**src/rtl/microwave_pkg.sv**
```systemverilog
// Shared types, constants and helper functions for the microwave oven controller.
package microwave_pkg;

    typedef enum logic [1:0] {
        ST_IDLE,
        ST_COOK,
        ST_PAUSE,
        ST_DONE
    } state_t;

    localparam logic [3:0] BCD_NINE = 4'd9;
    localparam logic [3:0] BCD_FIVE = 4'd5;
    localparam int unsigned KEY_W   = 10;

    // True when exactly one key bit is set.
    function automatic logic key_is_onehot(input logic [KEY_W-1:0] k);
        int unsigned cnt;
        cnt = 0;
        for (int unsigned i = 0; i < KEY_W; i++) begin
            if (k[i]) cnt++;
        end
        return (cnt == 1);
    endfunction

    // One-hot key vector to BCD digit; meaningful only for one-hot inputs.
    function automatic logic [3:0] key_to_bcd(input logic [KEY_W-1:0] k);
        logic [3:0] d;
        d = '0;
        for (int unsigned i = 0; i < KEY_W; i++) begin
            if (k[i]) d = 4'(i);
        end
        return d;
    endfunction

endpackage

```
**src/rtl/mw_tick_gen.sv**
```systemverilog
// Countdown prescaler: pulses tick for one cycle every TICK_DIV enabled cycles.
module mw_tick_gen #(
    parameter int unsigned TICK_DIV = 100
) (
    input  logic clk,
    input  logic resetn,
    input  logic en,
    input  logic clr,
    output logic tick
);

    localparam int unsigned CW = (TICK_DIV > 1) ? $clog2(TICK_DIV) : 1;
    localparam logic [CW-1:0] LAST = CW'(TICK_DIV - 1);

    logic [CW-1:0] cnt;

    assign tick = en && !clr && (cnt == LAST);

    // Prescaler counter, held at zero while cleared, wraps after the last count.
    always_ff @(posedge clk) begin
        if (!resetn) begin
            cnt <= '0;
        end else if (clr) begin
            cnt <= '0;
        end else if (en) begin
            if (cnt == LAST) cnt <= '0;
            else             cnt <= cnt + 1'b1;
        end
    end

endmodule

```
**src/rtl/microwave_controller.sv**
```systemverilog
// Microwave oven sequencing FSM: keypad M:SS entry, 1 s BCD countdown, magnetron and done control.
module microwave_controller
    import microwave_pkg::*;
#(
    parameter int unsigned TICK_DIV = 100
) (
    input  logic             clk,
    input  logic             resetn,
    input  logic [KEY_W-1:0] keypad,
    input  logic             startn,
    input  logic             stopn,
    input  logic             clearn,
    input  logic             door_closed,
    output logic [3:0]       mins,
    output logic [3:0]       tens,
    output logic [3:0]       ones,
    output logic             mag_on,
    output logic             timer_done
);

    state_t           state;
    logic [KEY_W-1:0] key_q;
    logic             start_q;
    logic             stop_q;
    logic             clr_q;
    logic             door_q;

    logic             key_ev;
    logic             start_ev;
    logic             stop_ev;
    logic             clr_ev;
    logic             door_fall;
    logic [3:0]       key_d;
    logic             tick;
    logic             time_zero;

    logic [3:0]       dec_m;
    logic [3:0]       dec_t;
    logic [3:0]       dec_o;
    logic             dec_zero;

    // Prescaler runs only in COOK and restarts from zero on every COOK entry.
    mw_tick_gen #(
        .TICK_DIV(TICK_DIV)
    ) u_tick (
        .clk   (clk),
        .resetn(resetn),
        .en    (state == ST_COOK),
        .clr   (state != ST_COOK),
        .tick  (tick)
    );

    // Previous-value registers for edge detection; reset to the released level.
    always_ff @(posedge clk) begin
        if (!resetn) begin
            key_q   <= '0;
            start_q <= 1'b1;
            stop_q  <= 1'b1;
            clr_q   <= 1'b1;
            door_q  <= door_closed;
        end else begin
            key_q   <= keypad;
            start_q <= startn;
            stop_q  <= stopn;
            clr_q   <= clearn;
            door_q  <= door_closed;
        end
    end

    // Single-cycle events and key decode.
    always_comb begin
        start_ev  = start_q && !startn;
        stop_ev   = stop_q && !stopn;
        clr_ev    = clr_q && !clearn;
        door_fall = door_q && !door_closed;
        key_ev    = (key_q == '0) && key_is_onehot(keypad);
        key_d     = key_to_bcd(keypad);
        time_zero = (mins == '0) && (tens == '0) && (ones == '0);
    end

    // One-second BCD decrement; tens refills to 5 only when borrowing from minutes.
    always_comb begin
        dec_m = mins;
        dec_t = tens;
        dec_o = ones;
        if (ones != '0) begin
            dec_o = ones - 4'd1;
        end else if (tens != '0) begin
            dec_t = tens - 4'd1;
            dec_o = BCD_NINE;
        end else begin
            dec_m = mins - 4'd1;
            dec_t = BCD_FIVE;
            dec_o = BCD_NINE;
        end
        dec_zero = (dec_m == '0) && (dec_t == '0) && (dec_o == '0);
    end

    // Main sequencing FSM with registered digit and status outputs.
    always_ff @(posedge clk) begin
        if (!resetn) begin
            state      <= ST_IDLE;
            mins       <= '0;
            tens       <= '0;
            ones       <= '0;
            mag_on     <= 1'b0;
            timer_done <= 1'b0;
        end else begin
            case (state)
                ST_IDLE: begin
                    // Stop consumes the cycle; an open door only blocks start, not key entry.
                    if (clr_ev) begin
                        mins <= '0;
                        tens <= '0;
                        ones <= '0;
                    end else if (stop_ev) begin
                        state <= ST_IDLE;
                    end else if (start_ev) begin
                        if (door_closed && !time_zero) begin
                            state  <= ST_COOK;
                            mag_on <= 1'b1;
                        end
                    end else if (key_ev) begin
                        mins <= tens;
                        tens <= ones;
                        ones <= key_d;
                    end
                end
                ST_COOK: begin
                    if (clr_ev) begin
                        state  <= ST_IDLE;
                        mag_on <= 1'b0;
                        mins   <= '0;
                        tens   <= '0;
                        ones   <= '0;
                    end else if (stop_ev || !door_closed) begin
                        state  <= ST_PAUSE;
                        mag_on <= 1'b0;
                    end else if (tick) begin
                        if (dec_zero) begin
                            state      <= ST_DONE;
                            mag_on     <= 1'b0;
                            timer_done <= 1'b1;
                            mins       <= '0;
                            tens       <= '0;
                            ones       <= '0;
                        end else begin
                            mins <= dec_m;
                            tens <= dec_t;
                            ones <= dec_o;
                        end
                    end
                end
                ST_PAUSE: begin
                    if (clr_ev || stop_ev) begin
                        state <= ST_IDLE;
                        mins  <= '0;
                        tens  <= '0;
                        ones  <= '0;
                    end else if (start_ev && door_closed) begin
                        state  <= ST_COOK;
                        mag_on <= 1'b1;
                    end
                end
                ST_DONE: begin
                    if (clr_ev || stop_ev || start_ev || key_ev || door_fall) begin
                        state      <= ST_IDLE;
                        timer_done <= 1'b0;
                    end
                end
                default: begin
                    state      <= ST_IDLE;
                    mag_on     <= 1'b0;
                    timer_done <= 1'b0;
                end
            endcase
        end
    end

endmodule
```
**config.mk**
```make
export PLATFORM = sky130hd
export DESIGN_NAME = microwave_controller
export DESIGN_NICKNAME = d
export VERILOG_FILES = /design/src/rtl/microwave_pkg.sv /design/src/rtl/mw_tick_gen.sv /design/src/rtl/microwave_controller.sv
export SDC_FILE = /design/constraint.sdc
export NUM_CORES = 1
export LEC_CHECK = 0
export CAP_MARGIN = 30
export CORE_ASPECT_RATIO = 2
export CORE_MARGIN = 2
export CORE_UTILIZATION = 35
export CTS_CLUSTER_SIZE = 12
export DETAILED_ROUTE_END_ITERATION = 8
export SETUP_SLACK_MARGIN = 0.1
export SYNTH_ARGS = -nofsm -noshare
export SYNTH_HDL_FRONTEND = slang
export SYNTH_SLANG_ARGS = --single-unit
export TNS_END_PERCENT = 30
```
**constraint.sdc**
```tcl
create_clock -name clk -period 8.8 [get_ports clk]
set_input_delay 1.76 -clock clk [delete_from_list [all_inputs] [get_ports clk]]
set_output_delay 1.76 -clock clk [all_outputs]
set_load 0.02 [all_outputs]
```
# ---- After elaboration in Yosys (flattened, before gate mapping)
# Cells that the tools add are included.
dict set report totals {
  ff_bits 37
  input_bits 16
  output_inout_bits 14
  wordCells 177
}
dict set report op_classes {
  addsub 13
  n_eq_ne 28
  muxes 82
  bitwise 1
  n_reduce_logical 41
}
# op n
set ops {}
lappend ops {{$add A32 B1 Y32 const B} 9}
lappend ops {{$mux W32} 9}
lappend ops {{$mux W4} 38}
lappend ops {{$pmux W4 S3} 3}
lappend ops {{$eq A32 B1 Y1 const B} 1}
lappend ops {{$logic_not A4 Y1} 6}
lappend ops {{$ne A2 B2 Y1 const B} 12}
lappend ops {{$ne A3 B3 Y1 const B} 8}
lappend ops {{$mux W2} 11}
lappend ops {{$mux W1} 17}
lappend ops {{$reduce_and A7 Y1} 2}
lappend ops {{$logic_and A1 B1 Y1} 13}
lappend ops {{$sub A4 B1 Y4 const B} 3}
lappend ops {{$logic_not A10 Y1} 1}
lappend ops {{$reduce_and A9 Y1} 1}
lappend ops {{$ne A4 B4 Y1 const B} 2}
lappend ops {{$pmux W2 S4} 1}
lappend ops {{$reduce_bool A4 Y1} 2}
lappend ops {{$add A7 B1 Y7 const B} 1}
lappend ops {{$eq A7 B7 Y1 const B} 1}
lappend ops {{$mux W7} 1}
lappend ops {{$logic_not A1 Y1} 6}
lappend ops {{$reduce_and A6 Y1} 1}
lappend ops {{$logic_or A1 B1 Y1} 5}
lappend ops {{other kinds (10)} 11}

# ---- Longest topological paths before layout
dict set report logic_depth {
  word_depth 26
  mapped_depth 31
  ltp_nobuf 29
}

# ---- Modules after synthesis
# Synthesis repeated with hierarchy kept, for this count alone.
dict set report unflattened {
  hier_cells 389
  hier_area_um2 3088.0
}
# mod instances cells_each area_each_um2 seq_area_each_um2
set modules_own_cells {}
lappend modules_own_cells {microwave_controller 1 347 2702.6 600.6}
lappend modules_own_cells {mw_tick_gen 1 42 385.4 140.1}

# ---- Least setup slack after synthesis
# Ideal clock, no wire load.
dict set report synth_path {
  path_type {in2reg}
  start {input keypad[0]}
  end {register ones[2]}
  setup_ns 0.115
  arrival_time_ns 7.395
  t_required_ns 8.685
  path_slack_ns 1.290
  cell_stages 29
  n_path_buf 1
  path_cell_list {ha_1 > nor2b_1 > or2_2 > ha_1 > or2b_1 > o31ai_1 > inv_1 > ha_1 > nand2_1 > o21ai_0 > ha_1 > nand2_1 > o221ai_1 > ha_1 > mux2_2 > ha_1 > a221o_1 > ha_1 > mux2_2 > ha_1 > nand2_1 > xor2_1 > xnor2_1 > nand4_1 > a311o_1 > o31ai_2 > buf_6 > o21ai_0 > a31o_1}
}
dict set report synth_between {
  elab_chain_cells 23
}
# element line_no
set synth_rtl {}
lappend synth_rtl {{from (decl)} microwave_controller.sv:9} ;# input logic [KEY_W-1:0] keypad,
lappend synth_rtl {{$mux W1 *} microwave_pkg.sv:20} ;# if (k[i]) cnt++;
lappend synth_rtl {{$add A32 B1 Y32} microwave_pkg.sv:20}
lappend synth_rtl {{$mux W32 *} microwave_pkg.sv:20}
lappend synth_rtl {{$add A32 B1 Y32} microwave_pkg.sv:20}
lappend synth_rtl {{$mux W32 *} microwave_pkg.sv:20}
lappend synth_rtl {{$add A32 B1 Y32} microwave_pkg.sv:20}
lappend synth_rtl {{$mux W32 *} microwave_pkg.sv:20}
lappend synth_rtl {{$add A32 B1 Y32} microwave_pkg.sv:20}
lappend synth_rtl {{[... 7 more ...]} -}
lappend synth_rtl {{$add A32 B1 Y32} microwave_pkg.sv:20}
lappend synth_rtl {{$mux W32 *} microwave_pkg.sv:20}
lappend synth_rtl {{$add A32 B1 Y32} microwave_pkg.sv:20}
lappend synth_rtl {{$mux W32 *} microwave_pkg.sv:20}
lappend synth_rtl {{$eq A32 B1 Y1 *} microwave_pkg.sv:22} ;# return (cnt == 1);
lappend synth_rtl {{$logic_and A1 B1 Y1 *} microwave_controller.sv:76} ;# key_ev = (key_q == '0) && key_is_onehot(keypad);
lappend synth_rtl {{$ne A3 B3 Y1 (no source line) *} -}
lappend synth_rtl {{$reduce_and A7 Y1 (no source line) *} -}
lappend synth_rtl {{to (signal assigned)} microwave_controller.sv:126} ;# ones <= key_d;
lappend synth_rtl {{to (signal assigned)} microwave_controller.sv:150} ;# ones <= dec_o;
lappend synth_rtl {{to (decl)} microwave_controller.sv:16} ;# output logic [3:0] ones,
# Mark *: on every way between the ends. The rest lies on a longest branch, timed or not.
# A chain may end at the register's enable or synchronous reset.

# ---- Worst setup path in the final report
dict set report layout_path {
  start {input keypad[1]}
  end {register ones[2]}
}
dict set report layout_between {
  elab_chain_cells 21
}
# element line_no
set layout_rtl {}
lappend layout_rtl {{$mux W32 *} microwave_pkg.sv:20}
lappend layout_rtl {{$add A32 B1 Y32} microwave_pkg.sv:20}
lappend layout_rtl {{$mux W32 *} microwave_pkg.sv:20}
lappend layout_rtl {{$add A32 B1 Y32} microwave_pkg.sv:20}
lappend layout_rtl {{$mux W32 *} microwave_pkg.sv:20}
lappend layout_rtl {{$add A32 B1 Y32} microwave_pkg.sv:20}
lappend layout_rtl {{$mux W32 *} microwave_pkg.sv:20}
lappend layout_rtl {{$add A32 B1 Y32} microwave_pkg.sv:20}
lappend layout_rtl {{[... 5 more ...]} -}
lappend layout_rtl {{$add A32 B1 Y32} microwave_pkg.sv:20}
lappend layout_rtl {{$mux W32 *} microwave_pkg.sv:20}
lappend layout_rtl {{$add A32 B1 Y32} microwave_pkg.sv:20}
lappend layout_rtl {{$mux W32 *} microwave_pkg.sv:20}
lappend layout_rtl {{$eq A32 B1 Y1 *} microwave_pkg.sv:22}
lappend layout_rtl {{$logic_and A1 B1 Y1 *} microwave_controller.sv:76}
lappend layout_rtl {{$ne A3 B3 Y1 (no source line) *} -}
lappend layout_rtl {{$reduce_and A7 Y1 (no source line) *} -}
# Marked as above.

==> results_dict.tcl <==
set metrics [dict create \
    cts_max_level 2 \
    synth_fa_ha_area_share_pct 7.494 \
    fin_cells 447 \
    synth_cells 328 \
    io_pins 30 \
    cp_num_buf_inv 4 \
    syn2layout_area_growth_pct 18.64 \
    clk_latency_ns 0.28 \
    finalMaxSlewViolations 0 \
    power.internal_mw 0.3906 \
    postCtsHoldBufs 0 \
    peakVddDrop_v 0.00008493 \
    clockRootBuffer "clkbuf_16" \
    p_per_area_nw_per_um2 191.9 \
    synth_compound_area_share_pct 19.02 \
    netlist_area_um2 2671 \
    layout_min_cycle_time_ns 8.294 \
    yosys_warnings 0 \
    finalSetupTns_ns 0 \
    nets 384 \
    gp_routability_congestion 0.9016 \
    routed_wl_um 6553 \
    drc 0 \
    synth_edf_count 0 \
    synthSimpleGateAreaFrac_pct 26.84 \
    setup_viol 0 \
    crit_required_ns 8.97 \
    synthFlopType "dfxtp_1" \
    crit_path_end_kind "flip-flop" \
    layout_setup_ws_ns 0.5064 \
    dp_cells 438 \
    critPathMaxFanout 10 \
    dr.pass1.iters 4 \
    pwr-share-seq_pct 31.3 \
    syn_nets 360 \
    yosysUniqueCellTypes 67 \
    numCtsBuffers 5 \
    rows 45 \
    ys_seq_area_share_pct 27.73 \
    dieArea_um2 8390 \
    max_slew_margin_pct 51.02 \
    syn_area_per_cell_um2 8.144 \
    critPathSlowestCell "clkdlybuf4s50_1" \
    worst_pin_slew_ns 0.7320 \
    maxCapViolCount 0 \
    wl_per_cell_um 14.66 \
    coreArea_um2 7488 \
    die_h_um 127.6 \
    crit_type "input pin to flip-flop" \
    rsz0062_at_grt "no" \
    final_layout_size_suffix_gt1_share_pct 7.649 \
    antenna_found_initial 0 \
    cts_tree "done" \
    first_iter_violations 177 \
    p_leak_nw 1.168 \
    synthXorXnorAreaFrac_pct 11.01 \
    clk_pin_slew_ns 0.06 \
    antenna_left 0 \
    avgViaCountPerCell 5.528 \
    synth_seq_cells 37 \
    setup.worst_path.start_class "input pin" \
    grt_usage_pct 16.33 \
    async_reset_ff_share_pct 0 \
    cp_data_arrival_time_ns 8.46 \
    hp-class "flip-flop to flip-flop" \
    start_util_pct 35.67 \
    switchingPower_mw 0.2175 \
    synth_top_family_by_area "simple AND/OR/NAND/NOR gates" \
    numPortBuffers 29 \
    status "completed" \
    netSwitchingFraction_pct 35.77 \
    cp_top_family "adder cells" \
    cts.sinks 37 \
    finalCritPeriodShare_pct 94.25 \
    grt_pass1_wl_um 11170 \
    p_comb_share_pct 40.6 \
    cp_common_cell "ha_1" \
    grt_max_degree 22 \
    finalClockSkew_ns 0.002860 \
    via_count 2471 \
    die_w_um 65.78 \
    pre_cts_slack_ns 0.2098 \
    synthMuxAreaShare_pct 2.389 \
    cp_slowest_stage_delay_ns 0.52 \
    ctsResizeCount 0 \
    pwr-share-clk_pct 28.0 \
    fmax_mhz 120.6 \
    diodes 0 \
    clk_path_buf_depth 2 \
    hold_viol_final 0 \
    grt_overflow 0 \
    post_cts_buffers 0 \
    grt_pass1_vias 2492 \
    fillers 758 \
    hpwl_um 4794 \
]
## state kept, by name, summed over array words and instances, names as in the netlist
| register | cells |
|---|---|
| mag_on | 1 |
| door_q | 1 |
| state | 2 |
| stop_q | 1 |
| key_q | 10 |
| clr_q | 1 |
| u_tick.cnt | 7 |
| timer_done | 1 |
| ones | 4 |
| start_q | 1 |
| mins | 4 |
| tens | 4 |
## path summary, 6_finish.rpt
check	start	to	slack, ns	cells past startpoint
hold / removal	u_tick.cnt[0]	u_tick.cnt[0]	0.47	1
hold reg to reg	u_tick.cnt[0]	u_tick.cnt[0]	0.47	1
setup / recovery	keypad[1]	ones[2]	0.51	30
setup reg to reg	ones[2]	state[0]	5.79	10
## layout make-up
type	instances	area, µm²	area share (%)
sequential	37	740.7	23.37
multi-input combinational	261	1792	56.53
inverter	14	52.55	1.658
timing repair buffer	33	324.1	10.23
clock buffer	5	125.1	3.948
tap	94	117.6	3.711
clock inverter	3	17.52	0.5527
## worst register-to-register path: stages (launching register included)
cell and delay [ns]:
dfxtp_1 0.37, nor4_1 0.52, and3_1 0.37, nand2_1 0.10, xor2_1 0.20, nand4_1 0.17, nor2_1 0.28, nor2b_1 0.11
a221oi_1 0.46, o2111ai_1 0.19, a21oi_1 0.16
## logic make-up (layout without fill, tap and decap cells)
kind of cell    after synthesis  after routing
mux                           6              6
xor+xnor                     27             27
buf+inv                      30             55
fa+ha+maj                    16             16
simple gates                140            140
compound gates               72             72
flops                        37             37
## layer usage
metal	part of all wire (%)	up-vias	track usage [%]
li1	-	1224	-
met1	44	1180	20.45
met2	50	61	27.87
met3	4.9	6	3.081
met4	1.0	0	4.779
met5	0	-	0
## power groups by stage
stage | clock network, mW | logic (mW) | registers [mW]
3_3_place_gp | 0 | 0.234 | 0.193
5_1_grt | 0.182 | 0.276 | 0.192
2_1_floorplan | 0 | 0.183 | 0.198
3_5_place_dp | 0 | 0.241 | 0.194
4_1_cts | 0.176 | 0.243 | 0.190
6_report | 0.171 | 0.247 | 0.190
## cells in the final DEF (no fill, tap or decap), types with 4 or more instances in the layout
master	count
clkbuf_16	5
o21ai_0	14
nand3_1	7
clkdlybuf4s50_1	29
a21oi_1	11
and3_1	4
dfxtp_1	37
nand2b_1	7
a211oi_1	6
xnor2_1	13
and2_1	8
ha_1	16
nor3_1	5
nor2_1	37
inv_1	14
nor2b_1	6
nand4_1	12
nand3b_1	4
xor2_1	10
nand2_1	32
nor4_1	5
## through the flow
stage | power, mW | util (%) | hold WS [ns] | instance area, µm²
after floorplan | 0.3806 | - | 0.4303 | 2671
after CTS | 0.6093 | 42.06 | 0.4786 | 3149
final | 0.6081 | 42.32 | 0.4733 | 3169
after global placement | 0.4270 | 40.15 | 0.4457 | 3007
after global routing | 0.6500 | 42.32 | 0.4990 | 3169
after detailed placement | 0.4347 | 40.15 | 0.4649 | 3007
## synthesized netlist by cell type, drive strengths merged (4+ instances only)
master	n	area share, %
dfxtp	37	28
nor2	37	5.2
nand2	32	4.5
o21ai	17	3.2
ha	16	7.5
inv	14	2.0
xnor2	13	4.3
nand4	12	2.8
xor2	12	4.9
a21oi	11	2.1
and2	8	1.9
buf	8	2.4
clkbuf	8	1.1
nand2b	7	1.6
nand3	7	1.3
a211oi	6	1.7
nor2b	6	1.4
and3	5	1.2
nor3	5	0.94
nor4	5	1.2
nand3b	4	1.1
(Power assumes the default switching activity.)
